==> config.mk <==
export PLATFORM = sky130hd
export DESIGN_NAME = mux8_rr_arbiter_flat
export DESIGN_NICKNAME = d
export VERILOG_FILES = /design/src/rtl/mux8_rr_arbiter_if.sv /design/src/rtl/mux8_rr_arbiter.sv /design/src/flat_wrapper.sv
export SDC_FILE = /design/constraint.sdc
export NUM_CORES = 1
export LEC_CHECK = 0
export BUFFER_PORTS_ARGS = -buffer_cell sky130_fd_sc_hd__buf_4
export CAP_MARGIN = 40
export CORE_MARGIN = 2
export CORE_UTILIZATION = 45
export CTS_CLUSTER_SIZE = 24
export DETAILED_ROUTE_END_ITERATION = 8
export GPL_TIMING_DRIVEN = 0
export PLACE_DENSITY = 0.76
export SETUP_SLACK_MARGIN = 0.5
export SLEW_MARGIN = 30
export SYNTH_ARGS = -nofsm -noshare
export SYNTH_HDL_FRONTEND = slang
export SYNTH_SLANG_ARGS = --single-unit
==> constraint.sdc <==
create_clock -name clk -period 3.23 [get_ports clk]
set_clock_uncertainty 0.05 [all_clocks]
set_input_delay 0.646 -clock clk [delete_from_list [all_inputs] [get_ports clk]]
set_output_delay 0.646 -clock clk [all_outputs]
set_load 0.02 [all_outputs]
==> src/rtl/mux8_rr_arbiter_if.sv <==
// ---------------------------------------------------------------------------
// mux8_rr_arbiter_if
// Bundles the request/data side and the grant/output side of the 8:1 mux
// arbiter into a single port.
//   req       : request vector, bit i = requester i wants the channel
//   in        : mux data inputs, in[i] belongs to requester i
//   gnt       : one-hot grant (zero when idle)
//   sel       : mux select, index of the granted requester
//   busy      : high while a grant is active
//   out       : registered mux output
//   out_valid : qualifies out
// Modports:
//   master : requester / datapath side (drives req and in)
//   slave  : arbiter side (drives gnt, sel, busy, out, out_valid)
// ---------------------------------------------------------------------------
interface mux8_rr_arbiter_if;
  logic [7:0] req;
  logic [7:0] in;
  logic [7:0] gnt;
  logic [2:0] sel;
  logic       busy;
  logic       out;
  logic       out_valid;

  modport master (
    output req,
    output in,
    input  gnt,
    input  sel,
    input  busy,
    input  out,
    input  out_valid
  );

  modport slave (
    input  req,
    input  in,
    output gnt,
    output sel,
    output busy,
    output out,
    output out_valid
  );
endinterface

==> src/rtl/mux8_rr_arbiter.sv <==
// ---------------------------------------------------------------------------
// mux8_rr_arbiter
// Round-robin arbiter sharing one 8:1 mux output channel among 8 requesters.
// A grant lasts at most MAX_HOLD cycles, ends early when the owner drops its
// request, and is always followed by one idle bubble before re-arbitration.
// The selected mux input is registered onto out one cycle after the grant.
//
// Ports:
//   clk   : rising-edge clock
//   rst_n : asynchronous active-low reset
//   bus   : mux8_rr_arbiter_if.slave (req, in, gnt, sel, busy, out, out_valid)
//
// Parameters:
//   MAX_HOLD : maximum consecutive grant cycles (1..15)
//   CNT_W    : hold counter width, 2**CNT_W > MAX_HOLD
//
// Build option:
//   MUX8_ARB_FIXED_PRIO_EN : when defined, the lowest-index request always
//   wins and the round-robin pointer is removed; hold limit and bubble are
//   unchanged.
// ---------------------------------------------------------------------------
module mux8_rr_arbiter #(
  parameter int MAX_HOLD = 4,
  parameter int CNT_W    = 4
) (
  input  logic                   clk,
  input  logic                   rst_n,
  mux8_rr_arbiter_if.slave       bus
);

  typedef enum logic {IDLE = 1'b0, GRANT = 1'b1} state_t;

  localparam logic [CNT_W-1:0] MAX_HOLD_C = CNT_W'(MAX_HOLD);
  localparam logic [CNT_W-1:0] CNT_ONE    = CNT_W'(1);

  state_t           state_q, state_d;
  logic [CNT_W-1:0] cnt_q, cnt_d;
  logic [7:0]       gnt_q, gnt_d;
  logic [2:0]       sel_q, sel_d;
  logic             out_q, out_valid_q;

  logic             busy;
  logic             release_now;
  logic [2:0]       scan_base;
  logic [2:0]       winner;

  assign busy = (state_q == GRANT);

  // Owner dropped its request or has used up its hold budget.
  assign release_now = busy && (!bus.req[sel_q] || (cnt_q == MAX_HOLD_C));

`ifdef MUX8_ARB_FIXED_PRIO_EN
  // Fixed priority: the scan always starts at index 0.
  assign scan_base = 3'd0;
`else
  logic [2:0] ptr_q, ptr_d;

  assign scan_base = ptr_q;

  // Next scan starts just past the requester that was released; the 3-bit
  // add wraps 7 back to 0.
  always_comb begin
    ptr_d = ptr_q;
    if (release_now) begin
      ptr_d = sel_q + 3'd1;
    end
  end

  always_ff @(posedge clk or negedge rst_n) begin
    if (!rst_n) begin
      ptr_q <= 3'd0;
    end else begin
      ptr_q <= ptr_d;
    end
  end
`endif

  // Scan from the highest offset down so the last hit is the requester
  // closest to scan_base.
  always_comb begin
    logic [2:0] cand;
    winner = 3'd0;
    cand   = 3'd0;
    for (int k = 7; k >= 0; k--) begin
      cand = scan_base + 3'(k);
      if (bus.req[cand]) begin
        winner = cand;
      end
    end
  end

  always_comb begin
    state_d = state_q;
    cnt_d   = cnt_q;
    gnt_d   = gnt_q;
    sel_d   = sel_q;
    case (state_q)
      IDLE: begin
        gnt_d = 8'h00;
        if (|bus.req) begin
          gnt_d   = 8'h01 << winner;
          sel_d   = winner;
          cnt_d   = CNT_ONE;
          state_d = GRANT;
        end
      end
      GRANT: begin
        if (release_now) begin
          // sel keeps its last value through the bubble.
          gnt_d   = 8'h00;
          state_d = IDLE;
        end else begin
          cnt_d = cnt_q + CNT_ONE;
        end
      end
      default: begin
        gnt_d   = 8'h00;
        state_d = IDLE;
      end
    endcase
  end

  always_ff @(posedge clk or negedge rst_n) begin
    if (!rst_n) begin
      state_q <= IDLE;
      cnt_q   <= '0;
      gnt_q   <= 8'h00;
      sel_q   <= 3'd0;
    end else begin
      state_q <= state_d;
      cnt_q   <= cnt_d;
      gnt_q   <= gnt_d;
      sel_q   <= sel_d;
    end
  end

  // Output stage lags the grant by one cycle; in is only looked at while busy.
  always_ff @(posedge clk or negedge rst_n) begin
    if (!rst_n) begin
      out_q       <= 1'b0;
      out_valid_q <= 1'b0;
    end else begin
      out_valid_q <= busy;
      out_q       <= busy ? bus.in[sel_q] : 1'b0;
    end
  end

  assign bus.gnt       = gnt_q;
  assign bus.sel       = sel_q;
  assign bus.busy      = busy;
  assign bus.out       = out_q;
  assign bus.out_valid = out_valid_q;

endmodule

==> src/flat_wrapper.sv <==
// flat-port wrapper written by rule: the top's interface ports become plain ports
module mux8_rr_arbiter_flat 
#(
  parameter int MAX_HOLD = 4,
  parameter int CNT_W    = 4
)
  (clk, rst_n, bus_req, bus_in, bus_gnt, bus_sel, bus_busy, bus_out, bus_out_valid);
  mux8_rr_arbiter_if bus_i ();
  input  logic clk;
  input  logic rst_n;
  input wire logic [$bits(bus_i.req)-1:0] bus_req;
  input wire logic [$bits(bus_i.in)-1:0] bus_in;
  output wire logic [$bits(bus_i.gnt)-1:0] bus_gnt;
  output wire logic [$bits(bus_i.sel)-1:0] bus_sel;
  output wire logic [$bits(bus_i.busy)-1:0] bus_busy;
  output wire logic [$bits(bus_i.out)-1:0] bus_out;
  output wire logic [$bits(bus_i.out_valid)-1:0] bus_out_valid;
  assign bus_i.req = bus_req;
  assign bus_i.in = bus_in;
  assign bus_gnt = bus_i.gnt;
  assign bus_sel = bus_i.sel;
  assign bus_busy = bus_i.busy;
  assign bus_out = bus_i.out;
  assign bus_out_valid = bus_i.out_valid;
  mux8_rr_arbiter #(.MAX_HOLD(MAX_HOLD), .CNT_W(CNT_W)) u_core (.clk(clk), .rst_n(rst_n), .bus(bus_i));
endmodule
# Yosys cells after proc, flatten, opt, wreduce, memory -nomap -nowiden
# Cells that the tools add are included.
word_totals:
  register_bits: 21
  inputBits: 18
  output_inout_bits: 14
classes:
  addsub: 9
  n_reduce_logical: 6
  n_eq_ne: 4
  n_bitwise: 1
  n_mux: 38
  magnitude_cmp: 9
  shift: 1
ops:
  columns: ["operator", "count"]
  rows:
  - ["< comparator 3 x 4 -> 1 bit, second input constant", 9]
  - ["binary-select mux 1 bit (select 3 bit)", 10]
  - ["two-way mux 3 bit", 8]
  - ["two-way mux 8 bit", 2]
  - ["case mux 8 bit (2 select lines)", 1]
  - ["two-way mux 1 bit", 13]
  - ["adder 3 bit, second input constant", 4]
  - ["two-way mux 4 bit", 2]
  - ["case mux 4 bit (2 select lines)", 1]
  - ["OR reduction 8 bit", 1]
  - ["left shift 1 x 3 -> 8 bit, first input constant", 1]
  - ["adder 3 x 1 -> 3 bit, second input constant", 2]
  - ["adder 3 x 2 -> 3 bit, second input constant", 2]
  - ["adder 4 x 1 -> 4 bit, second input constant", 1]
  - ["== test 4 x 3 -> 1 bit, second input constant", 1]
  - ["!= test 2 bit, second input constant", 2]
  - ["AND reduction 2 bit", 2]
  - ["!= test 2 x 1 -> 1 bit, second input constant", 1]
  - ["case mux 1 bit (2 select lines)", 1]
  - ["logical AND 1 bit", 1]
  - ["logical NOT 1 bit", 1]
  - ["logical OR 1 bit", 1]
  - ["inverter 1 bit", 1]

# Longest topological paths before layout
# Gate-level depths: netlist (run 1).
logic_depth:
  word_depth: 14
  mapped_depth: 12

# Worst setup path before layout (run 1)
# No wires, ideal clock.
synth_path:
  path_type: "register to register"
  start: "reg u_core.ptr_q[1]"
  end: "reg u_core.gnt_q[0], in the netlist u_core.bus.gnt[0]"
  path_slack_ps: -163
  stages_incl_launch_ff: 13
  required_time_ps: 3058
  setup_time_ps: 122
  synth_period_minus_slack_ps: 3393
  arrival_time_ps: 3222
  cell_sequence: "dfrtp_1 > buf_2 > clkbuf_1 > inv_1 > ha_1 > clkbuf_1 > mux4_2 > mux2i_1 > nor4b_1 > a211oi_1 > and3_1 > and2_1 > a32o_1"
synth_between:
  elab_chain_cells: 14
  elab_cells_between_ends: 34
  cone_classes: "add/sub (7); shift (1); mux (26)"
synth_lines:
  columns: ["element", "line_no", "source"]
  rows:
  - ["start: declaration", "mux8_rr_arbiter.sv:56", "logic [2:0] ptr_q, ptr_d;"]
  - ["start signal: assignment", "mux8_rr_arbiter.sv:73", "ptr_q <= ptr_d;"]
  - ["adder 3 bit", "mux8_rr_arbiter.sv:85", "cand = scan_base + 3'(k);"]
  - ["binary-select mux 1 bit (select 3 bit)", "mux8_rr_arbiter.sv:86", "if (bus.req[cand]) begin"]
  - ["two-way mux 1 bit (not written as such)", "mux8_rr_arbiter.sv:86", null]
  - ["two-way mux 3 bit (7 in series)", "mux8_rr_arbiter.sv:86", null]
  - ["two-way mux 3 bit (*)", "mux8_rr_arbiter.sv:86", null]
  - ["left shift 1 x 3 -> 8 bit (*)", "mux8_rr_arbiter.sv:101", "gnt_d = 8'h01 << winner;"]
  - ["two-way mux 8 bit (*)", "mux8_rr_arbiter.sv:100", "if (|bus.req) begin"]
  - ["case mux 8 bit (2 select lines) (*)", "mux8_rr_arbiter.sv:97", "case (state_q)"]
  - ["end signal: assignment", "mux8_rr_arbiter.sv:132", "gnt_q <= gnt_d;"]
  - ["end: declaration", "mux8_rr_arbiter.sv:38", "logic [7:0] gnt_q, gnt_d;"]
# Every way passes the cells marked *; elsewhere a longest branch is shown, timed or not. The select of a mux whose other input is x is not followed.
# A chain may end at the register's enable or synchronous reset.

# Worst setup path in the final report (run 1)
layout_path:
  start: "reg u_core.ptr_q[1]"
  end: "reg u_core.gnt_q[1], in the netlist u_core.bus.gnt[1]"
# The elaborated chain is that of the path after synthesis.

==> results_dict.tcl, run 1 <==
set metrics [dict create \
    cts_hold_buf 0 \
    synth-simple-area-share 0.149 \
    fin_crit_ns 3.03 \
    drtPass1Iterations 4 \
    critPathTopFamily "compound AO/OA/AOI/OAI gates" \
    avgSynthCellArea_um2 10.0 \
    status "finished clean" \
    grt_pass1_vias 1686 \
    final_antenna_net_count 0 \
    cp_cell_sequence "buf_6 > clkbuf_16 > inv_8 > ha_4 > clkbuf_16 > mux4_1 > mux2i_4 > a21oi_1 > o2111ai_1 > o211ai_1 > buf_4 > buf_4 > a32o_1" \
    yosysMostFrequentCell "dfrtp_1" \
    synthMuxAreaShare 0.294 \
    overflow 0 \
    hold_viol_final 0 \
    start_util 0.470 \
    place_area_um2 2240 \
    drc 0 \
    route.detailed.vias_per_inst 6.23 \
    rsz0062_at_grt "yes" \
    r2r_setup_slack_ns 0.20 \
    grt_antenna_before_repair 0 \
    synth.top_cells.by_count "21 x dfrtp_1, 16 x nor2_1, 14 x mux2_2, 14 x nand2_1" \
    vias 1788 \
    slew_violations 0 \
    max_stage_delay_ns 0.39 \
    drive_gt1_frac 0.439 \
    fmax_mhz 330 \
    syn_nets 211 \
    dieArea_um2 4710 \
    fp.dieW_um 68.6 \
    setup_viol 0 \
    die-height_um 68.6 \
    yosysWarningCount 0 \
    hpwl_um 3510 \
    final_core_util 0.641 \
    crit_buf_inv 6 \
    htreeDepth 1 \
    cts_buffers 3 \
    synth.top_cells.by_area "dfrtp_1 28%, mux4_2 12%, mux2_2 8.4%, mux2i_1 4.8%, mux4_1 4.2%" \
    critPathArrivalTime_ns 3.13 \
    synth_xor_area_frac 0.0280 \
    cp-start-kind "flop" \
    async_flop_share 1.00 \
    cts_max_path_buffers 2 \
    drt_iter0_markers 258 \
    syn_area_um2 1880 \
    grt_max_degree 22 \
    critPathSlowestCell "mux4_1" \
    cts_sinks 21 \
    maxSlewHeadroom 0.605 \
    cp_max_fo 6 \
    routed_wl_um 5390 \
    wl_per_cell_um 18.8 \
    synth_edf_count 0 \
    dp.cells 269 \
    cts-root-buf "clkbuf_8" \
    nets 261 \
    routabilityCongestion 0.809 \
    ys.flop_type "dfrtp_1" \
    ys_ff_latch 21 \
    ys_seq_area_frac 0.280 \
    cap_violations 0 \
    n_antenna_cell 0 \
    area_delta_synth_final_pct 36.5 \
    grt_pass1_wl_um 8440 \
    clk-insertion-delay-late_ns 0.26 \
    synth-compound-area-share 0.174 \
    crit_required_ns 3.33 \
    layout.cells.non_filler 287 \
    cp-end-kind "flop" \
    cts_tree "built" \
    hp-class "input pin to asynchronous set/reset pin" \
    synth_area_leader_cell "dfrtp_1" \
    fill_cells 339 \
    tightest_slew_ns 0.592 \
    fin_crit_sh 0.938 \
    grt_usage 0.244 \
    io_buffers 31 \
    num_rows 23 \
    fp.coreArea_um2 4000 \
    crit_type "flop to flop" \
    yosys.area_share.adder 0.0333 \
    netlist_instances 188 \
    io_pins 32 \
    synth.top_cell.area_share 0.280 \
    cts.clk_slew.worst_paths_ns 0.08 \
    synth_top_family_by_area "multiplexers" \
    synth_cell_types 47 \
    setup-tns-final_ns 0 \
    finalInstanceArea_um2 2560 \
]
## area by class of cell
| cell class | count | area [µm²] | area share |
|---|---|---|---|
| Multi-Input combinational cell | 150 | 1450 | 0.566 |
| Sequential cell | 21 | 526 | 0.205 |
| Buffer | 9 | 93.8 | 0.0366 |
| Inverter | 9 | 46.3 | 0.0180 |
| Timing Repair Buffer | 44 | 338 | 0.132 |
| Tap cell | 50 | 62.6 | 0.0244 |
| Clock buffer | 3 | 41.3 | 0.0161 |
| Clock inverter | 1 | 5.00 | 0.00195 |
## worst register-to-register path: cells and delay by family (launching register included)
| family | cells | cell delay [ns] |
|---|---|---|
| flops | 1 | 0.36 |
| mux | 2 | 0.67 |
| compound gates | 4 | 0.83 |
| fa+ha+maj | 1 | 0.26 |
| buf+inv | 6 | 0.73 |
## layer usage
layer | GRT usage | routed length [µm] | share of wire
met5 | 0 | 0 | 0
met4 | 0.0525 | 86 | 0.016
met3 | 0.0325 | 436 | 0.081
met2 | 0.433 | 2740 | 0.51
met1 | 0.317 | 2130 | 0.39
## final timing paths
path,startpoint,endpoint,depth (start not counted)
worst max-delay path,u_core.ptr_q[1],u_core.bus.gnt[1],13
worst min-delay path,rst_n,u_core.bus.sel[0],1
worst max register to register,u_core.ptr_q[1],u_core.bus.gnt[1],13
worst min register to register,u_core.bus.gnt[6],u_core.bus.gnt[6],2
max in group asynchronous,rst_n,u_core.bus.gnt[1],1
min in group clk,u_core.bus.gnt[6],u_core.bus.gnt[6],2
## placed cells by master (no fill, tap or decap), types with 4 or more instances in the layout
cell type,count
nor2b_1,4
ha_1,4
nand2_1,14
dfrtp_1,21
buf_6,4
inv_1,6
mux4_2,11
nor2_1,16
mux2i_1,7
nand3_1,5
mux2_2,13
buf_4,42
a21oi_1,9
nor3_1,4
## state kept, by name, summed over array words and instances (netlist names)
| register | cells |
|---|---|
| u_core.cnt_q | 4 |
| u_core.ptr_q | 3 |
| u_core.bus.out_valid | 1 |
| u_core.bus.busy | 1 |
| u_core.bus.gnt | 8 |
| u_core.bus.out | 1 |
| u_core.bus.sel | 3 |
## through the flow
step                      hold WS, ns  setup WS (ns)
after global placement          0.421         0.0318
final                           0.211          0.199
after CTS                       0.214          0.287
after global routing            0.216         0.0976
after floorplan                 0.300          0.438
after detailed placement        0.420         0.0124
## cells by family (layout without fill, tap and decap cells)
logic type	count (synthesis)	in the layout
AOI/OAI and AO/OA	44	45
buffers and inverters	18	66
xor gates and xnor gates	6	6
adders and majority gates	5	5
DFF	21	21
muxes	36	36
and+or+nand+nor	58	58
## repair_timing
| item | 4_1_cts | 5_1_grt |
|---|---|---|
| cloned | 1 | 0 |
| pin swaps | 14 | 12 |
| resized for setup | 22 | 8 |
| endpoints found under the setup margin | 11 | 11 |
| buffers inserted | 10 | 3 |
Power of run 1 is not shown: default switching activity piles up to over one toggle a cycle in this logic, so the estimate is an artifact.
==> run 2, diff against run 1 <==
CTS_BUF_LIST = sky130_fd_sc_hd__clkbuf_4   (was not set)
==> results_dict.tcl, run 2 (synthesis gave the netlist of run 1 again) <==
set metrics [dict create \
    met3RoutedLength_um 393 \
    fp.coreArea_um2 4000 \
    routabilityCongestion 0.809 \
    cts_tree "built" \
    cp-start-kind "flop" \
    largest_reg_flops 8 \
    regArea_um2 526 \
    cp_cell_sequence "buf_6 > clkbuf_16 > inv_8 > ha_4 > clkbuf_16 > mux4_2 > mux2_4 > buf_4 > o2111ai_2 > o211ai_1 > buf_4 > buf_4 > o41ai_2" \
    final_antenna_net_count 0 \
    htreeDepth 1 \
    wl_met2_um 2620 \
    fmax_mhz 331 \
    cts-root-buf "clkbuf_4" \
    crit_required_ns 3.38 \
    drc 0 \
    grt_usage 0.245 \
    fin_crit_ns 3.02 \
    tightest_slew_ns 0.613 \
    cts_hold_buf 0 \
    die-height_um 68.6 \
    start_util 0.470 \
    cap_violations 0 \
    dieArea_um2 4710 \
    setup_viol 0 \
    drt_iter0_markers 208 \
    cts.clk_slew.worst_paths_ns 0.12 \
    grt_antenna_before_repair 0 \
    setup-tns-final_ns 0 \
    num_rows 23 \
    maxSlewHeadroom 0.590 \
    crit_type "flop to flop" \
    final_common_cell "buf_4" \
    fp.dieW_um 68.6 \
    fin_crit_sh 0.934 \
    path_common_cell "buf_4" \
    cp_max_fo 6 \
    fill_cells 337 \
    cts_max_path_buffers 2 \
    critPathSlowestCell "dfrtp_1" \
    final_core_util 0.632 \
    nets 259 \
    drive_gt1_frac 0.434 \
    cts_sinks 21 \
    route.detailed.vias_per_inst 6.20 \
    max_stage_delay_ns 0.41 \
    overflow 0 \
    cts_buffers 3 \
    clk-insertion-delay-late_ns 0.30 \
    routed_wl_um 5250 \
    drtPass1Iterations 4 \
    grt_pass1_wl_um 8420 \
    io_buffers 31 \
    grt_max_degree 22 \
    n_antenna_cell 0 \
    area_delta_synth_final_pct 34.4 \
    status "finished clean" \
    rsz0062_at_grt "yes" \
    slew_violations 0 \
    wl_per_cell_um 18.4 \
    final_cell_mix "40 x buf_4, 21 x dfrtp_1, 16 x nor2_1" \
    hp-class "input pin to asynchronous set/reset pin" \
    hpwl_um 3510 \
    multi_input_area_um2 1450 \
    wl_met1_um 2190 \
    vias 1768 \
    routed.top_layer "met4" \
    cp-end-kind "flop" \
    fin_hold_ws_ns 0.150 \
    critPathArrivalTime_ns 3.16 \
    grt_pass1_vias 1715 \
    io_pins 32 \
    hold_viol_final 0 \
]
run 2: cell types whose count changed in the layout (fill, tap and decap cells not counted), sizes merged:
| cell | delta |
|---|---|
| buf | -2 |
run 2: layer usage:
layer	global-route usage	vias up
met5	0	-
met4	0.0600	0
met1	0.318	860
met2	0.425	77
met3	0.0373	7
li1	-	824
run 2: repair_timing:
action	in CTS	in global routing
setup buffers	10	1
setup endpoints to repair	11	11
pin swaps	12	8
cloned	1	0
resized for setup	22	9
run 2: area by class of cell:
cell class	instances	area share
Tap cell	50	0.0248
Multi-Input combinational cell	150	0.573
Timing Repair Buffer	42	0.128
Sequential cell	21	0.208
Buffer	9	0.0371
Clock inverter	1	0.00198
Clock buffer	3	0.00892
Inverter	9	0.0183
run 2: worst paths after layout:
path / start / end / slack, ns / depth (start not counted)
worst max-delay path: u_core.ptr_q[1] / u_core.bus.gnt[6] / 0.21 / 13
worst min-delay path: rst_n / u_core.cnt_q[2] / 0.15 / 1
min in group clk: u_core.bus.gnt[4] / u_core.bus.gnt[4] / 0.45 / 2
worst max register to register: u_core.ptr_q[1] / u_core.bus.gnt[6] / 0.21 / 13
max in group asynchronous: rst_n / u_core.bus.sel[2] / 2.76 / 1
worst min register to register: u_core.bus.gnt[4] / u_core.bus.gnt[4] / 0.45 / 2
run 2: through the flow:
stage / instance area (µm²) / setup slack, ns / std cells
2_1_floorplan: 1950 / 0.438 / 188
3_3_place_gp: 2240 / 0.0318 / 269
3_5_place_dp: 2240 / 0.0124 / 269
4_1_cts: 2470 / 0.276 / 284
5_1_grt: 2530 / 0.119 / 285
6_report: 2530 / 0.212 / 285
run 2: worst max-delay path, delay by kind of cell (launching register included):
kind / cells / cell delay (ns)
muxes: 2 / 0.67
adders and majority gates: 1 / 0.19
buffers and inverters: 7 / 0.95
AOI/OAI and AO/OA: 3 / 0.64
DFF: 1 / 0.41
Power of run 2 is left out for the same reason.
